===== config.mk =====
export PLATFORM = sky130hd
export DESIGN_NAME = bram_port_arbiter
export DESIGN_NICKNAME = d
export VERILOG_FILES = /design/src/rtl/bram_port_arbiter.sv
export SDC_FILE = /design/constraint.sdc
export NUM_CORES = 1
export LEC_CHECK = 0
export CAP_MARGIN = 0
export CORE_MARGIN = 10
export CORE_UTILIZATION = 30
export DETAILED_ROUTE_END_ITERATION = 12
export PLACE_DENSITY = 0.67
export SYNTH_ARGS = -nofsm -noshare
export SYNTH_HDL_FRONTEND = slang
export SYNTH_SLANG_ARGS = --single-unit

===== constraint.sdc =====
create_clock -name clk -period 3.23 [get_ports clk]
set_input_delay 0.646 -clock clk [delete_from_list [all_inputs] [get_ports clk]]
set_output_delay 0.646 -clock clk [all_outputs]
set_load 0.02 [all_outputs]

===== src/rtl/bram_port_arbiter.sv =====
// Two-requester arbiter for one BRAM port with read-latency tracking and per-requester
// response FIFOs. Define BRAM_ARB_FIXED_PRIO_EN for fixed R0 priority instead of round-robin.
module bram_port_arbiter #(
  parameter int unsigned ADDR_WIDTH = 10,
  parameter int unsigned DATA_WIDTH = 32,
  parameter int unsigned PIPELINED  = 0,
  parameter int unsigned RSP_DEPTH  = 2
) (
  input  logic                  clk,
  input  logic                  rst_n,
  input  logic                  req0_valid,
  output logic                  req0_ready,
  input  logic                  req0_we,
  input  logic [ADDR_WIDTH-1:0] req0_addr,
  input  logic [DATA_WIDTH-1:0] req0_data,
  output logic                  rsp0_valid,
  input  logic                  rsp0_ready,
  output logic [DATA_WIDTH-1:0] rsp0_data,
  input  logic                  req1_valid,
  output logic                  req1_ready,
  input  logic                  req1_we,
  input  logic [ADDR_WIDTH-1:0] req1_addr,
  input  logic [DATA_WIDTH-1:0] req1_data,
  output logic                  rsp1_valid,
  input  logic                  rsp1_ready,
  output logic [DATA_WIDTH-1:0] rsp1_data,
  output logic                  bram_en,
  output logic                  bram_we,
  output logic [ADDR_WIDTH-1:0] bram_addr,
  output logic [DATA_WIDTH-1:0] bram_di,
  input  logic [DATA_WIDTH-1:0] bram_do
);

  localparam int unsigned L  = 1 + PIPELINED;
  localparam int unsigned PW = $clog2(RSP_DEPTH);
  localparam int unsigned CW = $clog2(RSP_DEPTH + L + 1);

  logic [1:0] req_valid, req_we, rsp_ready;
  logic [1:0] credit, elig, grant, issue, push, pop;

  logic [CW-1:0]         cnt_q  [2];
  logic [CW-1:0]         infl_q [2];
  logic [PW-1:0]         wptr_q [2];
  logic [PW-1:0]         rptr_q [2];
  logic [DATA_WIDTH-1:0] mem_q  [2][RSP_DEPTH];

  logic [L-1:0] tag_v_q, tag_v_d;
  logic [L-1:0] tag_id_q, tag_id_d;

  assign req_valid = {req1_valid, req0_valid};
  assign req_we    = {req1_we, req0_we};
  assign rsp_ready = {rsp1_ready, rsp0_ready};

  // A read reserves its FIFO slot at issue, so a full FIFO can never be overrun.
  always_comb begin
    credit = '0;
    elig   = '0;
    pop    = '0;
    for (int i = 0; i < 2; i++) begin
      credit[i] = (cnt_q[i] + infl_q[i]) < CW'(RSP_DEPTH);
      elig[i]   = req_valid[i] & (req_we[i] | credit[i]);
      pop[i]    = (cnt_q[i] != '0) & rsp_ready[i];
    end
  end

`ifdef BRAM_ARB_FIXED_PRIO_EN
  always_comb begin
    grant    = '0;
    grant[0] = rst_n & elig[0];
    grant[1] = rst_n & elig[1] & ~elig[0];
  end
`else
  logic last_grant_q;

  always_comb begin
    grant    = '0;
    grant[0] = rst_n & elig[0] & (~elig[1] | last_grant_q);
    grant[1] = rst_n & elig[1] & (~elig[0] | ~last_grant_q);
  end

  always_ff @(posedge clk or negedge rst_n) begin
    if (!rst_n) begin
      last_grant_q <= 1'b1;
    end else if (grant[0]) begin
      last_grant_q <= 1'b0;
    end else if (grant[1]) begin
      last_grant_q <= 1'b1;
    end
  end
`endif

  assign issue = grant & ~req_we;

  assign req0_ready = grant[0];
  assign req1_ready = grant[1];
  assign bram_en    = |grant;
  assign bram_we    = grant[1] ? req1_we   : (grant[0] & req0_we);
  assign bram_addr  = grant[1] ? req1_addr : req0_addr;
  assign bram_di    = grant[1] ? req1_data : req0_data;

  // Tag pipe mirrors the BRAM read latency; the last stage lines up with bram_do.
  if (L == 1) begin : g_tag_l1
    assign tag_v_d  = |issue;
    assign tag_id_d = issue[1];
  end else begin : g_tag_ln
    assign tag_v_d  = {tag_v_q[L-2:0], |issue};
    assign tag_id_d = {tag_id_q[L-2:0], issue[1]};
  end

  assign push[0] = tag_v_q[L-1] & ~tag_id_q[L-1];
  assign push[1] = tag_v_q[L-1] & tag_id_q[L-1];

  always_ff @(posedge clk or negedge rst_n) begin
    if (!rst_n) begin
      tag_v_q  <= '0;
      tag_id_q <= '0;
      for (int i = 0; i < 2; i++) begin
        cnt_q[i]  <= '0;
        infl_q[i] <= '0;
        wptr_q[i] <= '0;
        rptr_q[i] <= '0;
      end
    end else begin
      tag_v_q  <= tag_v_d;
      tag_id_q <= tag_id_d;
      for (int i = 0; i < 2; i++) begin
        cnt_q[i]  <= cnt_q[i] + CW'(push[i]) - CW'(pop[i]);
        infl_q[i] <= infl_q[i] + CW'(issue[i]) - CW'(push[i]);
        if (push[i]) wptr_q[i] <= wptr_q[i] + PW'(1);
        if (pop[i])  rptr_q[i] <= rptr_q[i] + PW'(1);
      end
    end
  end

  // FIFO storage needs no reset; occupancy alone decides what is visible.
  always_ff @(posedge clk) begin
    for (int i = 0; i < 2; i++) begin
      if (push[i]) mem_q[i][wptr_q[i]] <= bram_do;
    end
  end

  assign rsp0_valid = cnt_q[0] != '0;
  assign rsp1_valid = cnt_q[1] != '0;
  assign rsp0_data  = mem_q[0][rptr_q[0]];
  assign rsp1_data  = mem_q[1][rptr_q[1]];

endmodule

# [After elaboration in Yosys (flattened, before gate mapping)]
# Memory sizes are Yosys's and may differ from the RTL's.
# Index checks and enable logic that the tools add are counted.
[totals] mem_count=1 wordCells=89 mem_bits_rw=128 in_bits=124 out_inout_bits=112 reg_bits=15
[op_classes] order_cmp=8 n_addsub=14 muxes=22 bitwise_logic=25 reduce_logical=8
[memory_table] name="mem_q" words=2 word_bits=64 read_ports=2 rd_clocked_by_memory_dff=0 write_ports=1 line_no="45" rtl="logic [DATA_WIDTH-1:0] mem_q [2][RSP_DEPTH];"
[op_table] op="32-bit two-way mux" count=9
[op_table] op="64-bit two-way mux" count=4
[op_table] op="32-bit demux with 1-bit select" count=2
[op_table] op="64-bit OR reduction" count=1
[op_table] op="1-bit bitwise AND" count=11
[op_table] op="10-bit two-way mux" count=1
[op_table] op="2-bit by 1-bit adder with 2-bit output" count=4
[op_table] op="2-bit >= comparator (second input constant)" count=4
[op_table] op="1-bit NOT with 2-bit output" count=4
[op_table] op="2-bit by 1-bit subtractor with 2-bit output" count=4
[op_table] op="1-bit two-way mux" count=6
[op_table] op="2-bit nonzero test" count=3
[op_table] op="1-bit adder (second input constant)" count=4
[op_table] op="2-bit adder" count=2
[op_table] op="2-bit by 1-bit < comparator with 1-bit output (second input constant)" count=2
[op_table] op="2-bit < comparator (second input constant)" count=2
[op_table] op="1-bit NOT" count=4
[op_table] op="1-bit OR" count=4
[op_table] op="2-bit OR reduction" count=2
[op_table] op="2-bit bitwise AND" count=1
[op_table] op="1-bit logical AND" count=2
[op_table] op="2-bit NOT" count=1

# [Depth between registers and ports, before layout]
# Gate-level depths: netlist of the first run.
[depth] word_depth=10 mapped_depth=9 depth_no_buf=8

# [Worst setup path before layout of the first run]
# No wires, ideal clock.
[synth_timing] kind="flip-flop to flip-flop" start="register tag_id_q" end="memory mem_q[0][32] (netlist bit), enable pin" n_path_buf=0 synth_period_minus_slack_ns=2.331 arrival_time_ns=1.910 path_stages_with_launch=3 slack_ns=0.899 path_cell_list="dfrtp_1 > nand2b_1 > nor2_1"
[synth_between] elab_chain_cells=5
[synth_rtl] item="start, declared" line_no="48" rtl="logic [L-1:0] tag_id_q, tag_id_d;"
[synth_rtl] item="start signal, assigned" line_no="125" rtl="tag_id_q <= tag_id_d;"
[synth_rtl] item="1-bit bitwise AND or 1-bit NOT (tied branches)" line_no="111, 110"
[synth_rtl] item="1-bit two-way mux or 1-bit bitwise AND (tied branches)" line_no="138, 110"
[synth_rtl] item="64-bit two-way mux (not written as such) or 1-bit two-way mux (tied branches)" line_no="138" rtl="if (push[i]) mem_q[i][wptr_q[i]] <= bram_do;"
[synth_rtl] item="64-bit OR reduction (no line) or 64-bit two-way mux (tied branches)"
[synth_rtl] item="1-bit two-way mux (no line) or 64-bit two-way mux (tied branches)"
[synth_rtl] item="end, declared" line_no="45"
# Parallel ways exist; a longest one is shown, timed or not.

# [Worst setup path after layout of the first run]
[layout_timing] start="input req1_we" end="output bram_we"
[layout_between] elab_chain_cells=7
[layout_rtl] item="start, declared" line_no="21" rtl="input logic req1_we,"
[layout_rtl] item="1-bit OR" line_no="61" rtl="elig[i] = req_valid[i] & (req_we[i] | credit[i]);"
[layout_rtl] item="1-bit bitwise AND" line_no="61"
[layout_rtl] item="1-bit NOT" line_no="77" rtl="grant[0] = rst_n & elig[0] & (~elig[1] | last_grant_q);"
[layout_rtl] item="1-bit OR" line_no="77"
[layout_rtl] item="1-bit bitwise AND" line_no="77"
[layout_rtl] item="1-bit bitwise AND" line_no="97" rtl="assign bram_we = grant[1] ? req1_we : (grant[0] & req0_we);"
[layout_rtl] item="1-bit two-way mux *" line_no="97"
[layout_rtl] item="end, declared" line_no="28" rtl="output logic bram_we,"
# Mark *: on every way between the ends. The rest lies on a longest branch, timed or not.

==> parameters.txt, run 1 <==
Parameter                              Value

Setup path
  Arr. time, crit path    approximately 2.5 ns
  Largest fanout of any net on the critical path    4
  Startpoint types    input pin
  Register-to-register path setup slack    approximately 1.1 ns
  Worst EP required    ~2.6 ns
  Endpoint type of the worst setup path    output pin
  Worst setup path category    input pin to output pin

Timing
  Unrepaired setup endpoints after global routing    false
  Transition time at the pin with the least slew margin    between 0.9 and 1 ns
  Fin worst setup slack    0.100 ns
  Final setup fails    0
  Number of hold-slack violations in the final timing report    0
  Final worst path period share    0.969
  Shortest period the worst path allows    approximately 3.1 ns
  Summed negative setup slack over all endpoints    0 ns
  Relative slew margins    0.359
  Fin. max-slew vios    0
  Worst hold-check slack    around 0.5 ns
  Largest clock skew in the final design    0.00837 ns
  Highest attainable clock frequency    about 320 MHz

Logic synthesis
  Number of standard cells after synthesis    around 330
  Total of warnings raised by yosys    0
  Average instance area after synthesis    18.7 um^2
  Sequential cell area fraction in the yosys report    0.690
  Register bit total from synthesis    143
  Post-synthesis net count    between 400 and 500
  Area of the mapped netlist    about 6100 um^2
  Yosys cell types    26

Detailed routing
  Count of TritonRoute iterations in the first routing pass    4
  Routed wire length per instance    roughly 20 um
  DR iter-0 viols    130
  Post-route DRC    0
  Number of nets still failing antenna checks after routing    0
  DR vias    3753
  Overall routed net length    around 17000 um
  Average via count per standard cell    4.30

Global route
  Number of antenna violations at the first check in global routing    0
  Routing layer with the top usage in global route    met2
  Sum of overflow across all layers after global routing    0
  Met2 track demand over resource    0.226
  Maximum number of pins on one net before global-route repair    33
  Via count of the first global-routing pass    roughly 4100
  Global router's overall resource usage    0.126
  GRT met3 Usage    0.0356
  Met1 Resource Use GR    0.137
  Wire length of the first global-routing pass    25000 um

Clock network
  Clock Sink Count    around 140
  Number of H-tree levels    4
  CTS clock-pin slew for the worst setup and hold paths    0.06 ns
  Master cell of the clock root buffer    clkbuf_16
  Maximum root-to-sink buffer count    2
  TritonCTS buffer count    17
  Clock Latency Late Sink    roughly 0.41 ns
  CTS tree    done

Die
  Site row count    52
  Die outline area    26500 um^2
  Starting Density    0.303
  Num ports    between 200 and 250
  Area of the core    between 20000 and 25000 um^2
  Die boundary height    ~160 um
  Die boundary width    163 um

Power and ir drop
  Total power consumption of the routed design    about 7 mW
  Worst-case vdd ir drop    roughly 0.00042 V
  Pwr Density    743 nW/um^2
  Static Leak    3.58 nW

Placed design
  Final GP Congestion    slightly below 0.9
  Placement-stage worst setup slack    -0.0381 ns
  Detail Placement HPWL    roughly 13000 um
  Port Buffer Count    around 240

Worst hold path
  Worst min path class    flip-flop to flip-flop

Run
  # Max-Cap Violations    0

Final layout
  Post-layout net count    722
  Proportion of layout cells with a drive suffix above 1    0.275
  Share of the core filled with cells    0.469
  Antenna fix cells    0
  Synthesis-to-finish area growth    54.6%

Outcome
  Run status    finished clean
-- timing repair --
| item | 4_1_cts | 5_1_grt |
|---|---|---|
| setup buffers | 1 | 0 |
| hold buffers | 0 | 0 |
| gates resized for setup | 44 | 0 |
| endpoints found under the setup margin | 42 | 0 |
-- cell usage after synthesis --
library cell / instances / share of area
xnor2_1: 14 / 0.020
nor2b_1: 2 / 0.0020
mux2_2: 68 / 0.13
nand3_4: 1 / 0.0029
o21ai_0: 1 / 0.00082
a22o_1: 1 / 0.0014
a21boi_0: 1 / 0.0012
and2_1: 3 / 0.0031
nor3_1: 1 / 0.00082
xor2_1: 2 / 0.0029
ha_1: 8 / 0.016
mux2_4: 38 / 0.093
or2_2: 2 / 0.0020
nand2b_1: 1 / 0.0010
buf_6: 4 / 0.0074
nand4b_1: 2 / 0.0029
nor2_1: 4 / 0.0025
nand2_1: 4 / 0.0025
o211ai_2: 1 / 0.0020
dfstp_2: 1 / 0.0043
o21a_1: 4 / 0.0049
edfxtp_1: 128 / 0.63
dfrtp_1: 14 / 0.057
inv_1: 11 / 0.0068
and3_1: 3 / 0.0031
clkbuf_1: 8 / 0.0049
-- registers in the layout, indices dropped and copies added, names as in the netlist --
signal / count
tag_id_q: 1
rptr_q: 2
cnt_q: 4
tag_v_q: 1
mem_q: 128
last_grant_q: 1
infl_q: 4
wptr_q: 2
-- layer usage --
layer	wire, um	share of wire
met5	0	0
met4	250	0.014
met3	768	0.044
met2	9630	0.55
met1	6710	0.39
-- cells by family after synthesis --
family | after synthesis | synth area share
DFF | 143 | 0.690
muxes | 106 | 0.218
buffers and inverters | 23 | 0.0190
and+or+nand+nor | 23 | 0.0227
xor gates and xnor gates | 16 | 0.0229
AOI/OAI and AO/OA | 8 | 0.0104
adders and majority gates | 8 | 0.0164
-- layout make-up --
cell class | instances | area [um^2]
fillers | 1754 | 10700
flip-flops and latches | 143 | 4220
repair buffers | 256 | 2480
multi-input cells | 161 | 1810
clock buffers | 20 | 437
well taps | 270 | 338
clock inverters | 12 | 120
inverters | 11 | 41.3
-- final timing paths --
kind / startpoint / endpoint / cells past startpoint
setup / recovery: req1_we / bram_we / 6
hold / removal: infl_q[1]$_DFF_PN0_ / infl_q[1]$_DFF_PN0_ / 1
setup reg to reg: cnt_q[3]$_DFF_PN0_ / infl_q[1]$_DFF_PN0_ / 9
hold reg to reg: infl_q[1]$_DFF_PN0_ / infl_q[1]$_DFF_PN0_ / 1
max in group asynchronous: rst_n / last_grant_q$_DFFE_PN1P_ / 2
min in group asynchronous: rst_n / infl_q[2]$_DFF_PN0_ / 2
-- cell usage in the layout (no fill, tap or decap), types with 3 or more instances in the layout --
cell,count
buf_4,19
clkbuf_1,3
clkbuf_16,17
clkdlybuf4s50_1,193
clkinv_1,3
clkinv_2,3
clkinv_4,3
dfrtp_1,12
dlygate4sd2_1,42
edfxtp_1,128
ha_1,8
inv_1,11
mux2_2,68
mux2_4,38
nand2_1,4
o21a_1,4
xnor2_1,12
-- per-stage QoR --
step                std cells  area [um^2]
floorplan                 327         6120
global placement          840         8930
detailed placement        840         8930
CTS                       873         9450
global route              873         9450
finish                    873         9450
-- where the power goes --
| group | internal [mW] | total (mW) | switching (mW) |
|---|---|---|---|
| Sequential | 2.26 | 2.36 | 0.103 |
| Clock | 1.13 | 1.82 | 0.692 |
| Combinational | 1.45 | 2.84 | 1.39 |
| Total | 4.84 | 7.02 | 2.18 |
-- critical path, stage by stage --
cell,delay [ns]
clkdlybuf4s50_1,0.49
buf_4,0.18
o21ai_0,0.23
and3_1,0.21
o21a_1,0.11
clkdlybuf4s50_1,0.62
No activity file was read; power rests on OpenSTA's default activity.
==> run 2, diff against run 1 <==
- CAP_MARGIN: 0 -> 20
==> results of run 2 <==
No change in the layout: final DEF, timing and power equal those of run 1.
==> run 3, diff against run 2 <==
- REMOVE_ABC_BUFFERS: unset -> 1
==> run 3 against run 2 <==
  * Global-route usage increased by 0.24 points
  * Design area increased by 0.28%
  * Clock skew increased by 0.00087 ns
  * Highest routed layer unchanged
  * Worst hold slack got worse by 0.041 ns
  * Largest cell class unchanged
  * Register-to-register slack improved by 0.05 ns
  * Via count increased by 0.77%
==> parameters.txt, run 3 (synthesis gave the netlist of run 1 again) <==
Parameter                              Value

Outcome
  Run status    finished clean (unchanged)

Timing
  Shortest period the worst path allows    3.09 ns (was 3.13 ns)
  Transition time at the pin with the least slew margin    0.913 ns (was 0.961 ns)
  Relative slew margins    0.391 (was 0.359)
  Fin. max-slew vios    0 (unchanged)
  Unrepaired setup endpoints after global routing    false (unchanged)
  Fin worst setup slack    0.139 ns (was 0.100 ns)
  Largest clock skew in the final design    0.00924 ns (was 0.00837 ns)
  Final worst path period share    0.957 (was 0.969)
  Highest attainable clock frequency    324 MHz (was 320 MHz)
  Number of hold-slack violations in the final timing report    0 (unchanged)
  Final setup fails    0 (unchanged)

Die
  Die boundary width    163 um (unchanged)
  Num ports    236 (unchanged)
  Area of the core    20200 um^2 (unchanged)
  Die boundary height    163 um (unchanged)
  Site row count    52 (unchanged)
  Die outline area    26500 um^2 (unchanged)
  Starting Density    0.303 (unchanged)

Final layout
  Share of the core filled with cells    0.470 (was 0.469)
  Post-layout net count    718 (was 722)
  Storage element area    4220 um^2 (about the same)
  Max FFs per register    128 (unchanged)
  Synthesis-to-finish area growth    55.0% (was 54.6%)
  Number of cells in the finished layout apart from fillers    869 (was 873)
  Fill cell total of the finished layout    1752 (was 1754)
  Commonest non-fill, non-tap cells in the layout    clkdlybuf4s50_1, edfxtp_1, mux2_2, dlygate4sd2_1, mux2_4 (unchanged)
  Proportion of layout cells with a drive suffix above 1    0.279 (was 0.275)
  Most common cell after layout, fill and taps aside    clkdlybuf4s50_1 (unchanged)
  Area taken by multi-input logic gates    1830 um^2 (was 1810 um^2)

Detailed routing
  DR vias    3782 (was 3753)
  Count of TritonRoute iterations in the first routing pass    4 (unchanged)
  Post-route DRC    0 (unchanged)
  DR iter-0 viols    91 (was 130)
  Number of nets still failing antenna checks after routing    0 (unchanged)
  Routed wire length per instance    19.7 um (was 19.9 um)
  Average via count per standard cell    4.35 (was 4.30)
  Overall routed net length    17100 um (was 17400 um)

Worst hold path
  Worst min path class    flip-flop to flip-flop (unchanged)

Global route
  GRT met3 Usage    0.0632 (was 0.0356)
  Wire length of the first global-routing pass    26100 um (was 25000 um)
  Met2 track demand over resource    0.228 (was 0.226)
  Global router's overall resource usage    0.129 (was 0.126)
  Routing layer with the top usage in global route    met2 (unchanged)
  Met1 Resource Use GR    0.135 (was 0.137)
  Via count of the first global-routing pass    4362 (was 4107)
  Maximum number of pins on one net before global-route repair    34 (was 33)
  Sum of overflow across all layers after global routing    0 (unchanged)
  Number of antenna violations at the first check in global routing    2 (was 0)

Run
  # Max-Cap Violations    0 (unchanged)

Placed design
  Detail Placement HPWL    12900 um (about the same)
  Placement-stage worst setup slack    -0.0219 ns (was -0.0381 ns)
  Number of placed instances with taps included    837 (was 840)
  Port Buffer Count    235 (unchanged)
  Final GP Congestion    0.826 (was 0.879)

Clock network
  TritonCTS buffer count    17 (unchanged)
  Maximum root-to-sink buffer count    2 (unchanged)
  CTS clock-pin slew for the worst setup and hold paths    0.06 ns (about the same)
  Master cell of the clock root buffer    clkbuf_16 (unchanged)
  Number of H-tree levels    4 (unchanged)
  Post-CTS setup buffers    0 (was 1)
  Clock Latency Late Sink    0.40 ns (was 0.41 ns)
  Clock Sink Count    143 (unchanged)
  CTS tree    done (unchanged)

Setup path
  Endpoint type of the worst setup path    output pin (unchanged)
  Cell repeated most along the worst path    xnor2_2 (was clkdlybuf4s50_1)
  Buf+Inv Stages, Crit Path    2 (was 3)
  Register-to-register path setup slack    1.17 ns (was 1.12 ns)
  R2r endpoint    infl_q[1]$_DFF_PN0_ (unchanged)
  Arr. time, crit path    2.44 ns (was 2.48 ns)
  Delay of the slowest cell on the worst path    0.65 ns (was 0.62 ns)
  Cell with the largest stage delay on the worst path    clkdlybuf4s50_1 (unchanged)
  CP Launch Point    cnt_q[1]$_DFF_PN0_ (was req1_we)
  Largest fanout of any net on the critical path    3 (was 4)
  Worst reg2reg path startpoint    infl_q[1]$_DFF_PN0_ (was cnt_q[3]$_DFF_PN0_)
  Worst setup path category    flip-flop to output pin (was input pin to output pin)
  Startpoint types    flip-flop (was input pin)
  Logic depth of the worst path, buffers included    7 (was 6)
  Cell-by-cell trace of the critical path    xnor2_2 -> xnor2_2 -> o21a_1 -> buf_4 -> nor2b_1 -> nor2_1 -> clkdlybuf4s50_1 (was clkdlybuf4s50_1 -> buf_4 -> o21ai_0 -> and3_1 -> o21a_1 -> clkdlybuf4s50_1)
  Critical Path End    req0_ready (was bram_we)
  Number of cells on the worst reg-to-reg path    9 (unchanged)
  Kind of cell adding the most delay to the critical path    buffers and inverters (unchanged)
  Worst EP required    2.58 ns (about the same)

Power and ir drop
  Static Leak    3.63 nW (was 3.58 nW)
  Total power consumption of the routed design    7.11 mW (was 7.02 mW)
  Worst-case vdd ir drop    0.000293 V (was 0.000420 V)
  Pwr Density    751 nW/um^2 (was 743 nW/um^2)
run 3: cell count changes in the layout (fill, tap and decap cells not counted), moves of 3 or more:
cell	previous run	this run
clkbuf_1	3	0
inv_6	0	3
buf_4	19	16
dlymetal6s2s_1	0	3
run 3: per-stage QoR:
stage | setup TNS (ns) | hold WS, ns | cell area (um^2)
after floorplan | 0 | 0.350 | 6040
after global placement | 0 | 0.458 | 8900
after detailed placement | -0.0516 | 0.458 | 8900
after CTS | 0 | 0.470 | 9470
after global routing | 0 | 0.499 | 9480
final | 0 | 0.464 | 9480
run 3: cell type report:
cell class	count	share of cell area
tap	270	0.0356
sequential	143	0.445
antenna	1	0.000264
multi-input combinational	161	0.193
clock buffer	17	0.0449
clock inverter	14	0.0174
timing repair buffer	252	0.260
inverter	11	0.00436
run 3: worst min path at each step:
stage	from	end	slack, ns	cells after the start
floorplan	rst_n	cnt_q[0]$_DFF_PN0_	0.35	0
global placement	rptr_q[0]$_DFFE_PN0P_	rptr_q[0]$_DFFE_PN0P_	0.46	1
detailed placement	rptr_q[0]$_DFFE_PN0P_	rptr_q[0]$_DFFE_PN0P_	0.46	1
CTS	rptr_q[0]$_DFFE_PN0P_	rptr_q[0]$_DFFE_PN0P_	0.47	1
global route	rptr_q[0]$_DFFE_PN0P_	rptr_q[0]$_DFFE_PN0P_	0.50	1
finish	rptr_q[0]$_DFFE_PN0P_	rptr_q[0]$_DFFE_PN0P_	0.46	1
run 3: timing repair:
| item | CTS | global route |
|---|---|---|
| gates resized for setup | 44 | 3 |
| hold buffers | 0 | 0 |
| pin swaps | 2 | 0 |
| setup endpoints to repair | 42 | 3 |
run 3: where the power goes:
group	leakage, nW	internal (mW)	switching [mW]	total [mW]
clock	0.291	1.21	0.728	1.94
combinational	2.00	1.43	1.38	2.81
sequential	1.33	2.26	0.107	2.37
run 3: metal layers:
| layer | part of all wire | routed length [um] |
|---|---|---|
| met1 | 0.39 | 6650 |
| met5 | 0 | 0 |
| met4 | 0.0084 | 143 |
| met2 | 0.49 | 8460 |
| met3 | 0.11 | 1850 |
